===== src/rtl/mdu_pkg.sv =====
// Shared types, widths and func3 decode helpers for the RV32M multiply/divide unit.
package mdu_pkg;

  // Only XLEN = 32 is supported.
  localparam int unsigned XLEN  = 32;
  localparam int unsigned CNT_W = $clog2(XLEN) + 1;

  localparam logic [2:0] MDU_MUL    = 3'b000;
  localparam logic [2:0] MDU_MULH   = 3'b001;
  localparam logic [2:0] MDU_MULHSU = 3'b010;
  localparam logic [2:0] MDU_MULHU  = 3'b011;
  localparam logic [2:0] MDU_DIV    = 3'b100;
  localparam logic [2:0] MDU_DIVU   = 3'b101;
  localparam logic [2:0] MDU_REM    = 3'b110;
  localparam logic [2:0] MDU_REMU   = 3'b111;

  typedef enum logic [1:0] {
    IDLE = 2'd0,
    MUL  = 2'd1,
    DIV  = 2'd2,
    DONE = 2'd3
  } mdu_state_t;

  function automatic logic is_div(input logic [2:0] f);
    return f[2];
  endfunction

  function automatic logic a_signed(input logic [2:0] f);
    return (f == MDU_MULH) || (f == MDU_MULHSU) || (f == MDU_DIV) || (f == MDU_REM);
  endfunction

  function automatic logic b_signed(input logic [2:0] f);
    return (f == MDU_MULH) || (f == MDU_DIV) || (f == MDU_REM);
  endfunction

endpackage


===== src/rtl/mdu_if.sv =====
// Request/response bundle between the EX stage and the multiply/divide unit.
interface mdu_if;
  import mdu_pkg::*;

  logic            flush;
  logic            start;
  logic [2:0]      func3;
  logic [XLEN-1:0] operand_a;
  logic [XLEN-1:0] operand_b;
  logic            busy;
  logic            done;
  logic [XLEN-1:0] result;

  modport master (
    output flush, start, func3, operand_a, operand_b,
    input  busy, done, result
  );

  modport slave (
    input  flush, start, func3, operand_a, operand_b,
    output busy, done, result
  );
endinterface


===== src/rtl/mdu_operand_prep.sv =====
// Converts raw operands to magnitudes and derives sign-fix and special-case flags.
module mdu_operand_prep
  import mdu_pkg::*;
(
  input  logic [2:0]      func3,
  input  logic [XLEN-1:0] operand_a,
  input  logic [XLEN-1:0] operand_b,
  output logic [XLEN-1:0] mag_a,
  output logic [XLEN-1:0] mag_b,
  output logic            neg_result,
  output logic            neg_rem,
  output logic            div_by_zero,
  output logic            div_overflow
);

  logic sign_a;
  logic sign_b;

  // Sign extraction, magnitude conversion and divide special-case detection.
  always_comb begin
    sign_a       = a_signed(func3) && operand_a[XLEN-1];
    sign_b       = b_signed(func3) && operand_b[XLEN-1];
    mag_a        = sign_a ? (~operand_a + XLEN'(1)) : operand_a;
    mag_b        = sign_b ? (~operand_b + XLEN'(1)) : operand_b;
    neg_result   = sign_a ^ sign_b;
    neg_rem      = sign_a;
    div_by_zero  = is_div(func3) && (operand_b == '0);
    div_overflow = is_div(func3) && !func3[0]
                   && (operand_a == {1'b1, {(XLEN-1){1'b0}}})
                   && (operand_b == '1);
  end

endmodule


===== src/rtl/mdu_sequencer.sv =====
// Iterative RV32M multiply/divide unit: one shift-add or restoring-subtract step per cycle.
module mdu_sequencer
  import mdu_pkg::*;
(
  input  logic  clk,
  input  logic  rst,
  mdu_if.slave  bus
);

  mdu_state_t        state_q, state_d, start_tgt_c;
  logic [2:0]        func3_q;
  logic [XLEN-1:0]   mag_a_q, mag_b_q;
  logic              neg_result_q, neg_rem_q;
  logic [CNT_W-1:0]  cnt_q;
  logic [2*XLEN-1:0] acc_q;
  logic              busy_q, done_q;
  logic [XLEN-1:0]   result_q;

  logic [XLEN-1:0]   mag_a, mag_b;
  logic              neg_result, neg_rem, div_by_zero, div_overflow;

  logic              accept_c, busy_d, done_d, wr_result_c;
  logic [XLEN:0]     mul_sum, rem_shift, rem_diff;
  logic [2*XLEN-1:0] mul_next, div_next, prod;
  logic [XLEN-1:0]   quot, rem, final_res, special_res, res_d;

  mdu_operand_prep u_prep (
    .func3        (bus.func3),
    .operand_a    (bus.operand_a),
    .operand_b    (bus.operand_b),
    .mag_a        (mag_a),
    .mag_b        (mag_b),
    .neg_result   (neg_result),
    .neg_rem      (neg_rem),
    .div_by_zero  (div_by_zero),
    .div_overflow (div_overflow)
  );

  // One multiply step and one restoring-divide step computed from the working register.
  always_comb begin
    mul_sum = {1'b0, acc_q[2*XLEN-1:XLEN]};
    if (acc_q[0]) mul_sum = mul_sum + {1'b0, mag_a_q};
    mul_next  = {mul_sum, acc_q[XLEN-1:1]};
    rem_shift = {acc_q[2*XLEN-1:XLEN], acc_q[XLEN-1]};
    rem_diff  = rem_shift - {1'b0, mag_b_q};
    if (!rem_diff[XLEN]) div_next = {rem_diff[XLEN-1:0], acc_q[XLEN-2:0], 1'b1};
    else                 div_next = {rem_shift[XLEN-1:0], acc_q[XLEN-2:0], 1'b0};
  end

  // Sign correction and result selection after the last step, plus special-case results.
  always_comb begin
    prod = neg_result_q ? (~mul_next + (2*XLEN)'(1)) : mul_next;
    quot = div_next[XLEN-1:0];
    rem  = div_next[2*XLEN-1:XLEN];
    if (is_div(func3_q)) begin
      if (func3_q[1]) final_res = neg_rem_q ? (~rem + XLEN'(1)) : rem;
      else            final_res = neg_result_q ? (~quot + XLEN'(1)) : quot;
    end else begin
      final_res = (func3_q == MDU_MUL) ? prod[XLEN-1:0] : prod[2*XLEN-1:XLEN];
    end
    if (div_by_zero) special_res = bus.func3[1] ? bus.operand_a : '1;
    else             special_res = bus.func3[1] ? '0 : {1'b1, {(XLEN-1){1'b0}}};
  end

  // State register.
  always_ff @(posedge clk) begin
    if (rst) state_q <= IDLE;
    else     state_q <= state_d;
  end

  // Next-state logic; flush overrides everything, including a same-cycle start.
  always_comb begin
    state_d  = state_q;
    accept_c = bus.start && !bus.flush && ((state_q == IDLE) || (state_q == DONE));
    if (!is_div(bus.func3))              start_tgt_c = MUL;
    else if (div_by_zero || div_overflow) start_tgt_c = DONE;
    else                                 start_tgt_c = DIV;
    case (state_q)
      IDLE:     if (accept_c) state_d = start_tgt_c;
      MUL, DIV: if (cnt_q == CNT_W'(1)) state_d = DONE;
      DONE:     state_d = accept_c ? start_tgt_c : IDLE;
      default:  state_d = IDLE;
    endcase
    if (bus.flush) state_d = IDLE;
  end

  // Output decode: registered status follows the next state; result written on entry to DONE.
  always_comb begin
    busy_d      = (state_d != IDLE);
    done_d      = (state_d == DONE);
    wr_result_c = (state_d == DONE);
    res_d       = accept_c ? special_res : final_res;
  end

  // Operand latch, iteration counter, working register and output registers.
  always_ff @(posedge clk) begin
    if (rst) begin
      func3_q      <= MDU_MUL;
      mag_a_q      <= '0;
      mag_b_q      <= '0;
      neg_result_q <= 1'b0;
      neg_rem_q    <= 1'b0;
      cnt_q        <= '0;
      acc_q        <= '0;
      busy_q       <= 1'b0;
      done_q       <= 1'b0;
      result_q     <= '0;
    end else begin
      busy_q <= busy_d;
      done_q <= done_d;
      if (wr_result_c) result_q <= res_d;
      if (accept_c) begin
        func3_q      <= bus.func3;
        mag_a_q      <= mag_a;
        mag_b_q      <= mag_b;
        neg_result_q <= neg_result;
        neg_rem_q    <= neg_rem;
        cnt_q        <= CNT_W'(XLEN);
        acc_q        <= is_div(bus.func3) ? {{XLEN{1'b0}}, mag_a} : {{XLEN{1'b0}}, mag_b};
      end else if (state_q == MUL) begin
        acc_q <= mul_next;
        cnt_q <= cnt_q - CNT_W'(1);
      end else if (state_q == DIV) begin
        acc_q <= div_next;
        cnt_q <= cnt_q - CNT_W'(1);
      end
    end
  end

  assign bus.busy   = busy_q;
  assign bus.done   = done_q;
  assign bus.result = result_q;

endmodule


===== src/flat_wrapper.sv =====
// flat-port wrapper written by rule: the top's interface ports become plain ports
module mdu_sequencer_flat import mdu_pkg::*;
  (clk, rst, bus_flush, bus_start, bus_func3, bus_operand_a, bus_operand_b, bus_busy, bus_done, bus_result);
  mdu_if bus_i ();
  input  logic clk;
  input  logic rst;
  input wire logic [$bits(bus_i.flush)-1:0] bus_flush;
  input wire logic [$bits(bus_i.start)-1:0] bus_start;
  input wire logic [$bits(bus_i.func3)-1:0] bus_func3;
  input wire logic [$bits(bus_i.operand_a)-1:0] bus_operand_a;
  input wire logic [$bits(bus_i.operand_b)-1:0] bus_operand_b;
  output wire logic [$bits(bus_i.busy)-1:0] bus_busy;
  output wire logic [$bits(bus_i.done)-1:0] bus_done;
  output wire logic [$bits(bus_i.result)-1:0] bus_result;
  assign bus_i.flush = bus_flush;
  assign bus_i.start = bus_start;
  assign bus_i.func3 = bus_func3;
  assign bus_i.operand_a = bus_operand_a;
  assign bus_i.operand_b = bus_operand_b;
  assign bus_busy = bus_i.busy;
  assign bus_done = bus_i.done;
  assign bus_result = bus_i.result;
  mdu_sequencer u_core (.clk(clk), .rst(rst), .bus(bus_i));
endmodule

===== config.mk =====
export PLATFORM = sky130hd
export DESIGN_NAME = mdu_sequencer_flat
export DESIGN_NICKNAME = d
export VERILOG_FILES = /design/src/rtl/mdu_pkg.sv /design/src/rtl/mdu_if.sv /design/src/rtl/mdu_operand_prep.sv /design/src/rtl/mdu_sequencer.sv /design/src/flat_wrapper.sv
export SDC_FILE = /design/constraint.sdc
export NUM_CORES = 1
export LEC_CHECK = 0
export BUFFER_PORTS_ARGS = -buffer_cell sky130_fd_sc_hd__buf_2
export CELL_PAD_IN_SITES_DETAIL_PLACEMENT = 0
export CELL_PAD_IN_SITES_GLOBAL_PLACEMENT = 2
export CORE_MARGIN = 2
export CORE_UTILIZATION = 39
export DETAILED_ROUTE_END_ITERATION = 6
export GPL_TIMING_DRIVEN = 1
export PLACE_DENSITY = 0.91
export SETUP_SLACK_MARGIN = 0.4
export SLEW_MARGIN = 20
export SYNTH_ARGS = -nofsm -noshare
export SYNTH_HDL_FRONTEND = slang
export SYNTH_SLANG_ARGS = --single-unit

===== constraint.sdc =====
create_clock -name clk -period 7.95 [get_ports clk]
set_input_delay 0.3975 -clock clk [delete_from_list [all_inputs] [get_ports clk]]
set_output_delay 0.3975 -clock clk [all_outputs]
set_load 0.01 [all_outputs]

* Yosys cells after proc, flatten, opt, wreduce, memory -nomap -nowiden
Index checks and enable logic that the tools add are counted.
Operators by class: multiplexer cells 28, bitwise gates (word level) 6, equality and inequality tests 11, reductions and logical operators 25, add/subtract/negate cells 8
Operators by type and width (count):
- 2-to-1 mux 32 bit | 12
- 2-to-1 mux 64 bit | 5
- adder 32 x 1 -> 32 bit (second input constant) | 4
- NOT 32 bit | 4
- adder 64 x 1 -> 64 bit (second input constant) | 1
- == test 32 bit (second input constant) | 2
- NOT 64 bit | 1
- adder 32 x 32 -> 33 bit | 1
- 2-to-1 mux 33 bit | 1
- subtractor 33 x 32 -> 33 bit | 1
- logical NOT 32 bit | 1
- 2-to-1 mux 6 bit | 3
- 2-to-1 mux 2 bit | 5
- logical AND 1 bit | 8
- logical OR 1 bit | 7
- == test 2 bit (second input constant) | 3
- == test 3 bit (second input constant) | 2
- == test 6 x 1 -> 1 bit (second input constant) | 1
- one-hot mux 2 bit (3 select lines) | 1
- subtractor 6 x 1 -> 6 bit (second input constant) | 1
- nonzero test 2 bit | 2
- OR reduction 2 bit | 2
- == test 3 x 1 -> 1 bit (second input constant) | 1
- == test 3 x 2 -> 1 bit (second input constant) | 1
- 7 further kinds | 8
Word-level totals: output and inout bits 34, input port bits 71, register bits after elaboration 175, word-level logic and storage cells 90

* Longest topological paths before layout
Gate-level depths: netlist (run 1).
depth in word-level cells 11, gate-level depth with buffers 27, depth with buffers taken out 23

* Hierarchy
From an unflattened synthesis (run 1), not the netlist that was laid out.
Unflattened totals: cell total of the unflattened synthesis 2669, area total of the unflattened synthesis 18667.9 sq um
By module, submodules not included:
- mdu_sequencer | area each 17011.3 sq um, instances 1, cells each 2423, seq. area each 3503.4 sq um
- mdu_operand_prep | area each 1656.6 sq um, instances 1, cells each 246, seq. area each 0.0 sq um

* Least setup slack after synthesis (run 1)
No wires, ideal clock.
path kind reg2reg, from register u_core.acc_q[31], to register u_core.result_q[22], in the netlist u_core.bus.result[22], stages on the path, launching flop included 27, buffers on the path 4, setup time 0.122 ns, required time 7.828 ns, period minus slack after synthesis 5.355 ns, slack 2.595 ns, arrival 5.233 ns, cell sequence dfxtp_1 clkbuf_1 inv_1 ha_1 fa_1 nand2b_1 a211oi_2 o31ai_1 a211o_1 and3_4 nor2_4 buf_6 buf_2 buf_2 nand2_1 o21ai_0 ha_1 nand2_1 or3_1 nor2_1 nand4bb_1 o221ai_2 o211ai_1 o41ai_1 xnor2_1 o21ai_1 nand3_1
Between the ends: longest elaborated chain between the ends 8, elaborated cells between the ends (all ways) 15, those cells by class add/sub (4); mux (8); bitwise (3)
Ends and longest elaborated chain:
- start, declared | RTL line mdu_sequencer.sv:15 | logic [2*XLEN-1:0] acc_q;
- start signal, assigned | RTL line mdu_sequencer.sv:119 | acc_q <= is_div(bus.func3) ? {{XLEN{1'b0}}, mag_a} : {{XLEN{1'b0}}, mag_b};
- start signal, assigned | RTL line mdu_sequencer.sv:121 | acc_q <= mul_next;
- start signal, assigned | RTL line mdu_sequencer.sv:124 | acc_q <= div_next;
- subtractor 33 x 32 -> 33 bit | RTL line mdu_sequencer.sv:45 | rem_diff = rem_shift - {1'b0, mag_b_q};
- 2-to-1 mux 64 bit | RTL line mdu_sequencer.sv:46 | if (!rem_diff[XLEN]) div_next = {rem_diff[XLEN-1:0], acc_q[XLEN-2:0], 1'b1};
- NOT 32 bit (on tied branches) | RTL line mdu_sequencer.sv:57, mdu_sequencer.sv:56
- adder 32 x 1 -> 32 bit (on tied branches) | RTL line mdu_sequencer.sv:57, mdu_sequencer.sv:56
- 2-to-1 mux 32 bit (on tied branches) | RTL line mdu_sequencer.sv:57, mdu_sequencer.sv:56
- 2-to-1 mux 32 bit | RTL line mdu_sequencer.sv:56 | if (func3_q[1]) final_res = neg_rem_q ? (~rem + XLEN'(1)) : rem;
- 2-to-1 mux 32 bit * | RTL line mdu_sequencer.sv:55 | if (is_div(func3_q)) begin
- 2-to-1 mux 32 bit * | RTL line mdu_sequencer.sv:92 | res_d = accept_c ? special_res : final_res;
- end signal, assigned | RTL line mdu_sequencer.sv:111 | if (wr_result_c) result_q <= res_d;
- end, declared | RTL line mdu_sequencer.sv:17 | logic [XLEN-1:0] result_q;
Every way passes the cells marked *; elsewhere a longest branch is shown, timed or not. A chain may end at the register's enable or synchronous reset.

* Worst setup path in the final report (run 1)
Ends and elaborated chain as after synthesis.

==> impl_metrics.env, run 1 <==
export IMPL_reg2reg_slack_ns=1.49
export IMPL_peakVddDrop_mv=0.147
export IMPL_leakage_nw=7.27
export IMPL_final_setup_skew_ns=0.0152
export IMPL_dp_hpwl_um=67500
export IMPL_clkSinkCount=175
export IMPL_rsz0062_at_grt="no"
export IMPL_antenna_found_initial=1
export IMPL_fin_tns_setup_ns=0
export IMPL_slew_viol_final=0
export IMPL_cts_root_buf="clkbuf_16"
export IMPL_htree_levels=4
export IMPL_setup_worst_path_end="u_core.bus.result[22]$_SDFFE_PP0P_"
export IMPL_fin_nets=2691
export IMPL_synthCells=2574
export IMPL_ys_seq_elements=175
export IMPL_num_io_pins=105
export IMPL_grt_pass1_vias=19000
export IMPL_seqCellArea_um2=3510
export IMPL_cts_clk_slew_worst_paths_ns=0.08
export IMPL_drt_iter0_markers=2382
export IMPL_reg2reg_to="u_core.bus.result[22]$_SDFFE_PP0P_"
export IMPL_dr_pass1_iters=5
export IMPL_arrival_ns=6.87
export IMPL_wire_per_inst_um=27.2
export IMPL_crit_required_ns=8.36
export IMPL_cp_end_kind="flop"
export IMPL_vias_per_cell=6.50
export IMPL_critPathLaunchType="flop"
export IMPL_drv_cap=0
export IMPL_use_met2_pct=55.1
export IMPL_synth_seq_area_share_pct=19.3
export IMPL_crit_type="flop to flop"
export IMPL_drc_errors=0
export IMPL_vias=20600
export IMPL_fmax_ghz=0.155
export IMPL_ys_flop_type="dfxtp_1"
export IMPL_synth_edf_count=0
export IMPL_hold_violations=0
export IMPL_setup_viol=0
export IMPL_path_max_fanout=36
export IMPL_utilization_pct=42.5
export IMPL_drive_gt1_share_pct=10.1
export IMPL_reg2reg_from="u_core.acc_q[31]$_SDFFE_PP0P_"
export IMPL_cts_setup_buffers=0
export IMPL_place_congestion=0.992
export IMPL_hold_class="primary input to flop"
export IMPL_worst_slew_pin_slew_ns=1.29
export IMPL_syn_area_um2=18200
export IMPL_maxSlewHeadroom_pct=11.6
export IMPL_cts_hold_buf=0
export IMPL_fp_coreArea_um2=46300
export IMPL_die_height_um=220
export IMPL_crit_path_start="u_core.acc_q[31]$_SDFFE_PP0P_"
export IMPL_die_w_um=220
export IMPL_area_delta_synth_final_pct=8.11
export IMPL_die_area_um2=48400
export IMPL_postSynth_asyncResetShare_pct=0
export IMPL_syn_nets=2722
export IMPL_met3_usage_pct=7.23
export IMPL_reg2regPathDepth=24
export IMPL_cts_tree="done"
export IMPL_status="complete, no violations"
export IMPL_timing_hold_ws_ns=0.131
export IMPL_clk_latency_ns=0.52
export IMPL_busiest_layer="met2"
export IMPL_track_usage_pct=35.5
export IMPL_multi_input_area_um2=13700
export IMPL_grt_max_degree=83
export IMPL_wirelength_um=86000
export IMPL_initial_utilization_pct=39.3
export IMPL_synth_distinct_cells=99
export IMPL_use_met1_pct=45.6
export IMPL_ant_nets=0
export IMPL_clk_path_buf_depth=2
export IMPL_period_share_pct=81.2
export IMPL_grt_pass1_wl_um=126000
export IMPL_fillers=4911
export IMPL_overflow=0
export IMPL_ctsResizeCount=0
export IMPL_fp_row_count=79
export IMPL_numCtsBuffers=17
export IMPL_powerDensity_nw_per_um2=149
export IMPL_io_buffers=104
export IMPL_synth_warnings=0
export IMPL_period_needed_ns=6.46
export IMPL_syn_avg_cell_area_um2=7.07
[kinds of logic (layout without fill, tap and decap cells)]
logic type / Yosys count / after routing / share of synthesized area, %
AOI/OAI and AO/OA: 875 / 875 / 31.1
xor gates and xnor gates: 190 / 190 / 9.14
adders and majority gates: 77 / 77 / 5.38
buffers and inverters: 262 / 244 / 5.73
DFF: 175 / 175 / 19.3
muxes: 89 / 89 / 5.23
other: 0 / 1 / 0
and+or+nand+nor: 906 / 906 / 24.1
[state kept, by name, summed over array words and instances, names as in the netlist]
signal	cells
u_core.func3_q	3
u_core.bus.done	1
u_core.bus.busy	1
u_core.state_q	2
u_core.bus.result	32
u_core.cnt_q	6
u_core.mag_a_q	32
u_core.neg_result_q	1
u_core.acc_q	64
u_core.neg_rem_q	1
u_core.mag_b_q	32
[critical path, stage by stage, from the launching register on]
cell,delay (ns)
dfxtp_1,0.46
inv_1,0.13
ha_1,0.24
fa_1,0.42
nand2b_1,0.20
a211oi_2,0.47
o31ai_1,0.35
a211oi_2,0.28
nor2_1,0.11
a21oi_2,0.14
buf_4,0.30
nor2_4,0.09
buf_4,0.30
o21ai_0,0.33
ha_1,0.31
nand2_1,0.10
or3_1,0.43
nor2_1,0.13
nand4bb_1,0.13
o221ai_2,0.26
o211ai_1,0.31
o41ai_1,0.49
xnor2_1,0.14
o21ai_1,0.14
nand3_1,0.08
[metrics by stage]
stage	setup WS, ns	std cells	cell area, um2	power [mW]
finish	1.49	3164	19700	2.93
global route	1.10	3163	19700	3.04
CTS	1.70	3163	19700	2.91
detailed placement	1.74	3131	19000	1.95
global placement	1.80	3131	19000	1.95
floorplan	2.60	2574	18200	1.61
[routing by layer]
layer	up-vias	part of all wire, %
met5	-	0.015
met4	2	6.1
met3	197	8.1
met2	1054	44
met1	9870	42
li1	9450	-
[how the worst min path moves through the flow]
stage                                    startpoint                              end  slack, ns  depth (start not counted)
floorplan            u_core.mag_a_q[0]$_SDFFE_PP0P_   u_core.mag_a_q[0]$_SDFFE_PP0P_       0.44                          2
global placement    u_core.mag_b_q[15]$_SDFFE_PP0P_  u_core.mag_b_q[15]$_SDFFE_PP0P_       0.46                          2
detailed placement  u_core.mag_b_q[30]$_SDFFE_PP0P_  u_core.mag_b_q[30]$_SDFFE_PP0P_       0.46                          2
CTS                                             rst     u_core.cnt_q[5]$_SDFFE_PP0P_       0.11                          2
global route                                    rst     u_core.cnt_q[5]$_SDFFE_PP0P_       0.13                          2
finish                                    bus_flush     u_core.state_q[0]$_SDFF_PP0_       0.13                          2
[cells in the mapped netlist (all sizes together), types with 10 or more instances]
cell type | n | area (um2)
nor2b | 10 | 62.6
nand2 | 258 | 968
clkbuf | 151 | 567
or4 | 16 | 131
nand2b | 31 | 194
a211oi | 90 | 691
nor3 | 77 | 412
o221ai | 36 | 322
nor2 | 275 | 1040
or2 | 11 | 71.3
a21o | 22 | 165
o41ai | 14 | 138
o21ai | 235 | 1180
o31ai | 25 | 193
xnor2 | 104 | 911
ha | 75 | 938
or3 | 37 | 241
nand4 | 33 | 219
a22oi | 26 | 200
and2 | 19 | 119
inv | 72 | 270
a31oi | 32 | 200
dfxtp | 175 | 3500
mux2 | 36 | 409
o211ai | 44 | 330
xor2 | 86 | 753
and3 | 21 | 136
o21a | 24 | 180
nand3 | 48 | 240
nor4 | 33 | 234
a21oi | 216 | 1090
buf | 36 | 195
mux2i | 52 | 521
[layout make-up]
class / instances / share of cell area, %
Multi-Input combinational cell: 2137 / 69.6
Sequential cell: 175 / 17.8
Timing Repair Buffer: 137 / 3.98
Tap cell: 607 / 3.86
Clock buffer: 18 / 2.23
Inverter: 75 / 1.43
Clock inverter: 14 / 1.02
Antenna cell: 1 / 0.0127
[cells in the final DEF, fill, tap and decap left out, types with 48 or more instances in the layout]
cell type  instances
inv_1             71
nor2_1           273
nand3_1           48
xnor2_1          104
nand2_1          258
a21oi_1          214
ha_1              74
xor2_1            85
buf_2            103
dfxtp_1          173
mux2i_1           52
nor3_1            72
a211oi_1          87
o21ai_0          221
[where the power goes]
group | internal [mW] | switching (mW)
clock network | 0.513 | 0.446
logic | 0.316 | 0.665
registers | 0.921 | 0.0695
total | 1.75 | 1.18
(Power assumes the default switching activity.)
==> run 2: changes to the inputs <==
--- a/config.mk
+++ b/config.mk
@@ -9,10 +9,10 @@
 export CELL_PAD_IN_SITES_DETAIL_PLACEMENT = 0
 export CELL_PAD_IN_SITES_GLOBAL_PLACEMENT = 2
 export CORE_MARGIN = 2
-export CORE_UTILIZATION = 39
+export CORE_UTILIZATION = 36
 export DETAILED_ROUTE_END_ITERATION = 6
 export GPL_TIMING_DRIVEN = 1
-export PLACE_DENSITY = 0.91
+export PLACE_DENSITY = 0.85
 export SETUP_SLACK_MARGIN = 0.4
 export SLEW_MARGIN = 20
 export SYNTH_ARGS = -nofsm -noshare
==> constraint.sdc (replaced) <==
create_clock -name clk -period 6.07 [get_ports clk]
set_input_delay 0.3035 -clock clk [delete_from_list [all_inputs] [get_ports clk]]
set_output_delay 0.3035 -clock clk [all_outputs]
set_load 0.01 [all_outputs]
==> impl_metrics.env, run 2 (synthesis gave the netlist of run 1 again) <==
export IMPL_status="complete, no violations"
export IMPL_ant_nets=0
export IMPL_crit_chain="inv_1, fa_1, nand2b_1, a211oi_2, o31ai_2, a211oi_2, nor2_1, a21oi_4, nor2_4, o21ai_0, ha_1, nand2_1, or3_1, nor2_1, nand4bb_1, o221ai_2, o211ai_1, o41ai_2, xnor2_1, o21ai_1, nand3_1"
export IMPL_final_setup_skew_ns=0.0177
export IMPL_fin_nets=2709
export IMPL_antenna_found_initial=3
export IMPL_wire_per_inst_um=27.0
export IMPL_die_height_um=229
export IMPL_largest_reg_flops=64
export IMPL_grt_pass1_wl_um=128000
export IMPL_n_antenna_cell=0
export IMPL_fp_coreArea_um2=50100
export IMPL_path_max_fanout=8
export IMPL_io_buffers=104
export IMPL_cpPeakStageDelay_ns=0.49
export IMPL_setup_viol=0
export IMPL_mostFrequentLayoutCell="nor2_1"
export IMPL_cp_end_kind="flop"
export IMPL_hold_start="bus_flush"
export IMPL_reg2reg_slack_ns=0.70
export IMPL_die_w_um=229
export IMPL_utilization_pct=39.6
export IMPL_cts_hold_buf=0
export IMPL_num_io_pins=105
export IMPL_wirelength_um=87600
export IMPL_timing_hold_ws_ns=0.0873
export IMPL_track_usage_pct=32.6
export IMPL_reg2reg_to="u_core.bus.result[22]$_SDFFE_PP0P_"
export IMPL_overflow=0
export IMPL_vias_per_cell=6.36
export IMPL_fillers=5341
export IMPL_clkSinkCount=175
export IMPL_reg2reg_from="u_core.acc_q[32]$_SDFFE_PP0P_"
export IMPL_grt_pass1_vias=19200
export IMPL_drv_cap=0
export IMPL_max_flop_register="u_core.acc_q"
export IMPL_hold_path_end="u_core.state_q[0]$_SDFF_PP0_"
export IMPL_placed_area_um2=19200
export IMPL_arrival_ns=5.74
export IMPL_initial_utilization_pct=36.3
export IMPL_min_path_cells=2
export IMPL_dp_hpwl_um=69200
export IMPL_clk_latency_ns=0.48
export IMPL_drt_iter0_markers=2335
export IMPL_fp_row_count=82
export IMPL_numCtsBuffers=17
export IMPL_crit_type="flop to flop"
export IMPL_crit_required_ns=6.44
export IMPL_htree_levels=4
export IMPL_cts_clk_slew_worst_paths_ns=0.08
export IMPL_area_delta_synth_final_pct=9.03
export IMPL_fmax_ghz=0.186
export IMPL_leakage_nw=7.34
export IMPL_hold_class="primary input to flop"
export IMPL_slowest_stage="dfxtp_1"
export IMPL_cts_tree="done"
export IMPL_post_place_cells=3212
export IMPL_hold_violations=0
export IMPL_peakVddDrop_mv=0.227
export IMPL_powerDensity_nw_per_um2=188
export IMPL_drc_errors=0
export IMPL_drive_gt1_share_pct=10.8
export IMPL_final_cell_mix="nor2_1, nand2_1, o21ai_0"
export IMPL_place_congestion=1.01
export IMPL_rsz0062_at_grt="no"
export IMPL_fin_tns_setup_ns=0
export IMPL_die_area_um2=52400
export IMPL_clk_path_buf_depth=2
export IMPL_vias=20600
export IMPL_worst_slew_pin_slew_ns=1.13
export IMPL_reg2regPathDepth=21
export IMPL_grt_max_degree=76
export IMPL_dr_pass1_iters=6
export IMPL_slew_viol_final=0
export IMPL_maxSlewHeadroom_pct=24.5
export IMPL_design_area_um2=19800
export IMPL_cts_root_buf="clkbuf_16"
export IMPL_layout_cells_non_filler=3246
export IMPL_period_share_pct=88.5
export IMPL_critPathLaunchType="flop"
export IMPL_period_needed_ns=5.37
## run 2: cell types whose count changed in the layout (fill, tap and decap cells not counted), moves of 2 or more
cell / before / now
buf_4: 33 / 51
bufinv_16: 3 / 0
clkbuf_8: 1 / 4
clkinv_4: 1 / 3
clkinv_8: 2 / 0
## run 2: worst max path at each step
stage | startpoint | to
2_1_floorplan | u_core.acc_q[31]$_SDFFE_PP0P_ | u_core.bus.result[22]$_SDFFE_PP0P_
3_3_place_gp | u_core.acc_q[32]$_SDFFE_PP0P_ | u_core.bus.result[22]$_SDFFE_PP0P_
3_5_place_dp | u_core.acc_q[32]$_SDFFE_PP0P_ | u_core.bus.result[22]$_SDFFE_PP0P_
4_1_cts | u_core.acc_q[32]$_SDFFE_PP0P_ | u_core.bus.result[22]$_SDFFE_PP0P_
5_1_grt | u_core.acc_q[32]$_SDFFE_PP0P_ | u_core.bus.result[22]$_SDFFE_PP0P_
6_report | u_core.acc_q[32]$_SDFFE_PP0P_ | u_core.bus.result[22]$_SDFFE_PP0P_
## run 2: area by class of cell
class	count	area [um2]	share of cell area, %
Clock buffer	21	480	2.42
Clock inverter	11	95.1	0.479
Inverter	75	282	1.42
Multi-Input combinational cell	2137	13700	69.1
Sequential cell	175	3510	17.7
Tap cell	672	841	4.24
Timing Repair Buffer	155	918	4.63
## run 2: critical path: cells and delay by family, from the launching register on
kind	cells	cell delay, ns
compound gates	9	2.42
simple gates	8	1.29
fa+ha+maj	2	0.76
flops	1	0.49
xor+xnor	1	0.14
buf+inv	1	0.13
## run 2: timing repair
action,4_1_cts,5_1_grt
endpoints found under the setup margin,0,6
resized for setup,0,4
buffers inserted,0,2
## run 2: metrics by stage
step / total power [mW] / setup slack (ns)
after CTS: 3.69 / 0.513
final: 3.73 / 0.699
after floorplan: 2.11 / 0.715
after detailed placement: 2.56 / 0.544
after global placement: 2.56 / 0.672
after global routing: 3.87 / 0.399
## run 2: layer usage
metal | share of wire, % | track usage (%) | up-vias | wire length [um]
met3 | 8.1 | 5.23 | 148 | 7140
met4 | 4.7 | 14.9 | 0 | 4090
li1 | - | - | 9471 | -
met1 | 43 | 43.7 | 9953 | 37700
met2 | 44 | 51.2 | 1059 | 38700
met5 | 0 | 0 | - | 0
## run 2: power breakdown
part / total (mW) / internal (mW) / switching, mW
Sequential: 1.30 / 1.21 / 0.0930
Clock: 1.15 / 0.578 / 0.571
Combinational: 1.28 / 0.422 / 0.861
Total: 3.73 / 2.21 / 1.52
